--- src/rtl/sad_accum.sv ---
// Windowed sum-of-absolute-differences accumulator over BLOCK_LEN multi-channel pixel beats.
// Build option: define SAD_SATURATE_EN to clamp the accumulator and report out_sat (default wraps).
module sad_accum #(
    parameter int WIDTH     = 8,
    parameter int CHANNELS  = 3,
    parameter int BLOCK_LEN = 64,
    parameter int ACC_W     = 16
) (
    input  logic                      clk,
    input  logic                      rst_n,
    input  logic                      clr,
    input  logic [CHANNELS*WIDTH-1:0] in_a,
    input  logic [CHANNELS*WIDTH-1:0] in_b,
    input  logic                      in_valid,
    output logic                      in_ready,
    output logic [ACC_W-1:0]          out_sad,
    output logic                      out_sat,
    output logic                      out_valid,
    input  logic                      out_ready
);

    localparam int SUM_W = WIDTH + $clog2(CHANNELS);
    localparam int CNT_W = (BLOCK_LEN > 1) ? $clog2(BLOCK_LEN) : 1;
    localparam logic [CNT_W-1:0] LAST = CNT_W'(BLOCK_LEN - 1);

    typedef enum logic [1:0] {ACCUM, DRAIN, HOLD} state_t;

    state_t             state;
    logic [CNT_W-1:0]   cnt;
    logic [WIDTH-1:0]   diff_p1 [CHANNELS];
    logic               vld_p1;
    logic [ACC_W-1:0]   acc_p2;
    logic               sat_p2;
    logic [SUM_W-1:0]   chsum;
    logic [ACC_W:0]     sum_nxt;
    logic               accept;

    function automatic logic [WIDTH-1:0] absdiff(input logic [WIDTH-1:0] a,
                                                 input logic [WIDTH-1:0] b);
        return (a > b) ? (a - b) : (b - a);
    endfunction

    // Returns {clamped, sum}; the top bit only ever rises in the saturating build.
    function automatic logic [ACC_W:0] acc_add(input logic [ACC_W-1:0] acc,
                                               input logic [SUM_W-1:0] s);
`ifdef SAD_SATURATE_EN
        logic [ACC_W:0] full;
        full = {1'b0, acc} + (ACC_W+1)'(s);
        if (full[ACC_W])
            return {1'b1, {ACC_W{1'b1}}};
        return full;
`else
        return {1'b0, acc + ACC_W'(s)};
`endif
    endfunction

    always_comb begin
        chsum = '0;
        for (int c = 0; c < CHANNELS; c++)
            chsum = chsum + SUM_W'(diff_p1[c]);
    end

    assign sum_nxt  = acc_add(acc_p2, chsum);
    assign in_ready = (state == ACCUM);
    assign accept   = in_valid && in_ready;

    always_ff @(posedge clk or negedge rst_n) begin
        if (!rst_n) begin
            state     <= ACCUM;
            cnt       <= '0;
            vld_p1    <= 1'b0;
            for (int c = 0; c < CHANNELS; c++) diff_p1[c] <= '0;
            acc_p2    <= '0;
            sat_p2    <= 1'b0;
            out_sad   <= '0;
            out_sat   <= 1'b0;
            out_valid <= 1'b0;
        end else if (clr) begin
            state     <= ACCUM;
            cnt       <= '0;
            vld_p1    <= 1'b0;
            for (int c = 0; c < CHANNELS; c++) diff_p1[c] <= '0;
            acc_p2    <= '0;
            sat_p2    <= 1'b0;
            out_sad   <= '0;
            out_sat   <= 1'b0;
            out_valid <= 1'b0;
        end else begin
            // stage 1: per-channel absolute differences
            vld_p1 <= accept;
            if (accept)
                for (int c = 0; c < CHANNELS; c++)
                    diff_p1[c] <= absdiff(in_a[c*WIDTH +: WIDTH], in_b[c*WIDTH +: WIDTH]);

            // stage 2: accumulate, drain the final beat into the result, hold for the consumer
            case (state)
                ACCUM: begin
                    if (vld_p1) begin
                        acc_p2 <= sum_nxt[ACC_W-1:0];
                        sat_p2 <= sat_p2 | sum_nxt[ACC_W];
                    end
                    if (accept) begin
                        if (cnt == LAST) begin
                            cnt   <= '0;
                            state <= DRAIN;
                        end else begin
                            cnt <= cnt + 1'b1;
                        end
                    end
                end
                DRAIN: begin
                    out_sad   <= sum_nxt[ACC_W-1:0];
                    out_sat   <= sat_p2 | sum_nxt[ACC_W];
                    out_valid <= 1'b1;
                    acc_p2    <= '0;
                    sat_p2    <= 1'b0;
                    state     <= HOLD;
                end
                HOLD: begin
                    if (out_ready) begin
                        out_valid <= 1'b0;
                        state     <= ACCUM;
                    end
                end
                default: state <= ACCUM;
            endcase
        end
    end

endmodule
--- config.mk ---
export PLATFORM = sky130hd
export DESIGN_NAME = sad_accum
export DESIGN_NICKNAME = d
export VERILOG_FILES = /design/src/rtl/sad_accum.sv
export SDC_FILE = /design/constraint.sdc
export NUM_CORES = 1
export LEC_CHECK = 0
export ABC_CLOCK_PERIOD_IN_PS = 5300
export BUFFER_PORTS_ARGS = -buffer_cell sky130_fd_sc_hd__clkbuf_2
export CAP_MARGIN = 20
export CORE_ASPECT_RATIO = 0.8
export CORE_MARGIN = 5
export CORE_UTILIZATION = 60
export DETAILED_ROUTE_END_ITERATION = 12
export PLACE_DENSITY = 0.91
export SYNTH_ARGS = -nofsm -noshare
export SYNTH_HDL_FRONTEND = slang
export SYNTH_SLANG_ARGS = --single-unit
--- constraint.sdc ---
create_clock -name clk -period 5.3 [get_ports clk]
set_input_delay 0.53 -clock clk [delete_from_list [all_inputs] [get_ports clk]]
set_output_delay 0.53 -clock clk [all_outputs]
set_load 0.02 [all_outputs]
==> results.json <==
{
  "cts_buffers": 9,
  "clk_path_buf_depth": 2,
  "die-area_sq_um": 11620,
  "startpoint_type": "flop",
  "areaGrowthSynthToFinish_pct": 11.98,
  "synth_area_per_cell_sq_um": 8.420,
  "finalHoldViolations": 0,
  "chipHeight_um": 97.44,
  "reg2reg_from": "diff_p1[9]",
  "dr.pass1.iters": 7,
  "status": "completed",
  "die_w_um": 119.3,
  "r2r_slack_ps": 1520,
  "hpwl_mm": 10.55,
  "htree_levels": 3,
  "synthesis.area_sq_um": 5734,
  "cts_setup_buffers": 0,
  "post_cts_resized": 0,
  "synth.yosys.warnings": 0,
  "irDropWorstVdd_uv": 222.2,
  "arrival_ps": 4000,
  "antenna_found_initial": 0,
  "p_total_mw": 1.964,
  "drt_iter0_markers": 418,
  "synth_ff_type": "dfrtp_1",
  "drc": 0,
  "netlist-cell-type-count": 62,
  "power_density_nw_per_um2": 305.8,
  "rows": 31,
  "drt-total-wl_mm": 14.11,
  "gr-usage-all-layers_pct": 24.57,
  "endpoint_kind": "flop",
  "report.final.slew_viol_count": 0,
  "antennaDiodeCount": 0,
  "yosysSeqAreaShare_pct": 28.80,
  "synthCells": 681,
  "initial_utilization_pct": 62.38,
  "fp.coreArea_sq_um": 9193,
  "finalCriticalPeriod_ps": 3783,
  "place_congestion": 0.9363,
  "leakage_nw": 3.310,
  "overflow": 0,
  "clock-sinks": 66,
  "min_path_type": "primary input to async pin",
  "drive_above_1_share_pct": 13.34,
  "clk_pin_slew_ps": 60,
  "wire_per_inst_um": 16.47,
  "grt_pass1_vias": 5162,
  "cp.required_ps": 5520,
  "period_share_pct": 71.38,
  "maxCapViolations": 0,
  "cts_tree": "done",
  "portBuffers": 70,
  "final_common_cell": "inv_1",
  "reg2regPathDepth": 12,
  "final-setup-viol-count": 0,
  "nNetsFinal": 869,
  "ys_ff_latch": 66,
  "grt_setup_unrepaired": "no",
  "grt_max_degree": 67,
  "via_count": 5204,
  "fillCellCount": 685,
  "num_io_pins": 72,
  "setup.worst_path.class": "flop to flop",
  "synth_edf_count": 0,
  "rr_endpoint": "out_sad[15]",
  "synthArstFlopShare_pct": 100.0,
  "fmax_ghz": 0.2643,
  "postCtsHoldBufs": 0,
  "via_per_inst": 6.072,
  "worstMarginPinSlew_ps": 940.2,
  "crit_fanout": 7,
  "synth.net_count": 813,
  "layout_common_cells": "107 x inv_1, 70 x clkbuf_2, 66 x dfrtp_1",
  "finalSetupTns_ps": 0,
  "grt_pass1_wl_mm": 23.76,
  "drtAntennaViolNets": 0,
  "skew_ps": 6.338,
  "ctsRootBufferMaster": "clkbuf_16",
  "clk_latency_ps": 340,
  "slew_headroom_pct": 37.09
}
-- registers in the layout, summed over array words and instances (netlist names) --
| name | cells |
|---|---|
| diff_p1 | 24 |
| acc_p2 | 16 |
| out_sad | 16 |
| cnt | 6 |
| state | 2 |
| out_valid | 1 |
| vld_p1 | 1 |
-- per-stage QoR --
step	util (%)	setup slack, ps	hold slack, ps	instances	instance area, sq um
4_1_cts	69.77	1532	403.3	856	6414
2_1_floorplan	-	1912	234.4	681	5734
3_5_place_dp	66.52	1624	465.8	840	6115
3_3_place_gp	66.52	1754	460.6	840	6115
6_report	69.85	1517	372.6	857	6421
5_1_grt	69.85	1296	462.0	857	6421
-- worst max-delay path, cell delays in order, from the launching register on --
cell	delay (ps)
dfrtp_1	380
inv_1	70
fa_1	430
fa_1	510
inv_1	40
ha_1	230
fa_1	410
a21o_1	200
a21oi_1	220
o21bai_1	170
a21oi_1	500
nor4_1	110
or3_1	380
-- area by class of cell --
cell class / count / area [sq um] / area share, %
clock inverter: 2 / 35.03 / 0.5456
inverter: 107 / 401.6 / 6.255
sequential: 66 / 1652 / 25.72
clock buffer: 14 / 264.0 / 4.111
multi-input combinational: 481 / 3560 / 55.44
timing repair buffer: 72 / 365.4 / 5.690
tap: 115 / 143.9 / 2.241
-- cells in the mapped netlist, types with 3 or more instances --
| cell | count | area [sq um] |
|---|---|---|
| o211ai_1 | 3 | 22.52 |
| a31oi_1 | 7 | 43.79 |
| xor2_1 | 9 | 78.83 |
| and3_1 | 9 | 56.30 |
| nand2_1 | 60 | 225.2 |
| nand2b_1 | 6 | 37.54 |
| o21bai_1 | 5 | 37.54 |
| clkbuf_1 | 21 | 78.83 |
| mux2i_1 | 11 | 110.1 |
| dfrtp_1 | 66 | 1652 |
| inv_1 | 107 | 401.6 |
| o21ai_0 | 44 | 220.2 |
| a221oi_1 | 5 | 43.79 |
| nand4_1 | 14 | 87.58 |
| a211oi_1 | 7 | 52.55 |
| nor3_1 | 12 | 60.06 |
| nor2_1 | 38 | 142.6 |
| a21o_1 | 13 | 97.59 |
| xnor2_1 | 13 | 113.9 |
| nand3_1 | 16 | 80.08 |
| ha_1 | 57 | 713.2 |
| a21oi_1 | 50 | 250.2 |
| or3_1 | 9 | 56.30 |
| fa_1 | 22 | 440.4 |
| or4_1 | 4 | 30.03 |
| and2_1 | 3 | 18.77 |
| nor2b_1 | 4 | 25.02 |
| a22o_1 | 16 | 140.1 |
| o21a_1 | 3 | 22.52 |
-- where the power goes --
| group | leakage (nW) | switching [mW] | internal [mW] | total (mW) |
|---|---|---|---|---|
| clock network | 0.147 | 0.221 | 0.390 | 0.610 |
| logic | 2.27 | 0.472 | 0.302 | 0.774 |
| registers | 0.894 | 0.0290 | 0.550 | 0.579 |
| total | 3.31 | 0.722 | 1.24 | 1.96 |
-- logic make-up after synthesis --
logic type                 share of synthesized area (%)
muxes                                              2.182
other                                            0.06540
DFF                                                28.80
AOI/OAI and AO/OA                                  20.16
buffers and inverters                              9.121
and+or+nand+nor                                    16.19
xor gates and xnor gates                           3.360
adders and majority gates                          20.12
-- worst max path at each step --
| stage | from | to | slack (ps) | cells after the start |
|---|---|---|---|---|
| 3_5_place_dp | diff_p1[9] | out_sad[15] | 1620 | 12 |
| 2_1_floorplan | diff_p1[1] | out_sad[15] | 1910 | 12 |
| 3_3_place_gp | diff_p1[1] | out_sad[15] | 1750 | 12 |
| 4_1_cts | diff_p1[9] | out_sad[15] | 1530 | 12 |
| 5_1_grt | diff_p1[1] | out_sad[15] | 1300 | 12 |
| 6_report | diff_p1[9] | out_sad[15] | 1520 | 12 |
-- layer usage --
metal | global-route usage [%] | vias up | part of all wire (%)
met5 | 0 | - | 0
met4 | 8.891 | 0 | 2.4
met3 | 4.715 | 43 | 7.9
met2 | 40.25 | 258 | 48
met1 | 32.51 | 2459 | 42
li1 | - | 2444 | -
(Power assumes the default switching activity.)
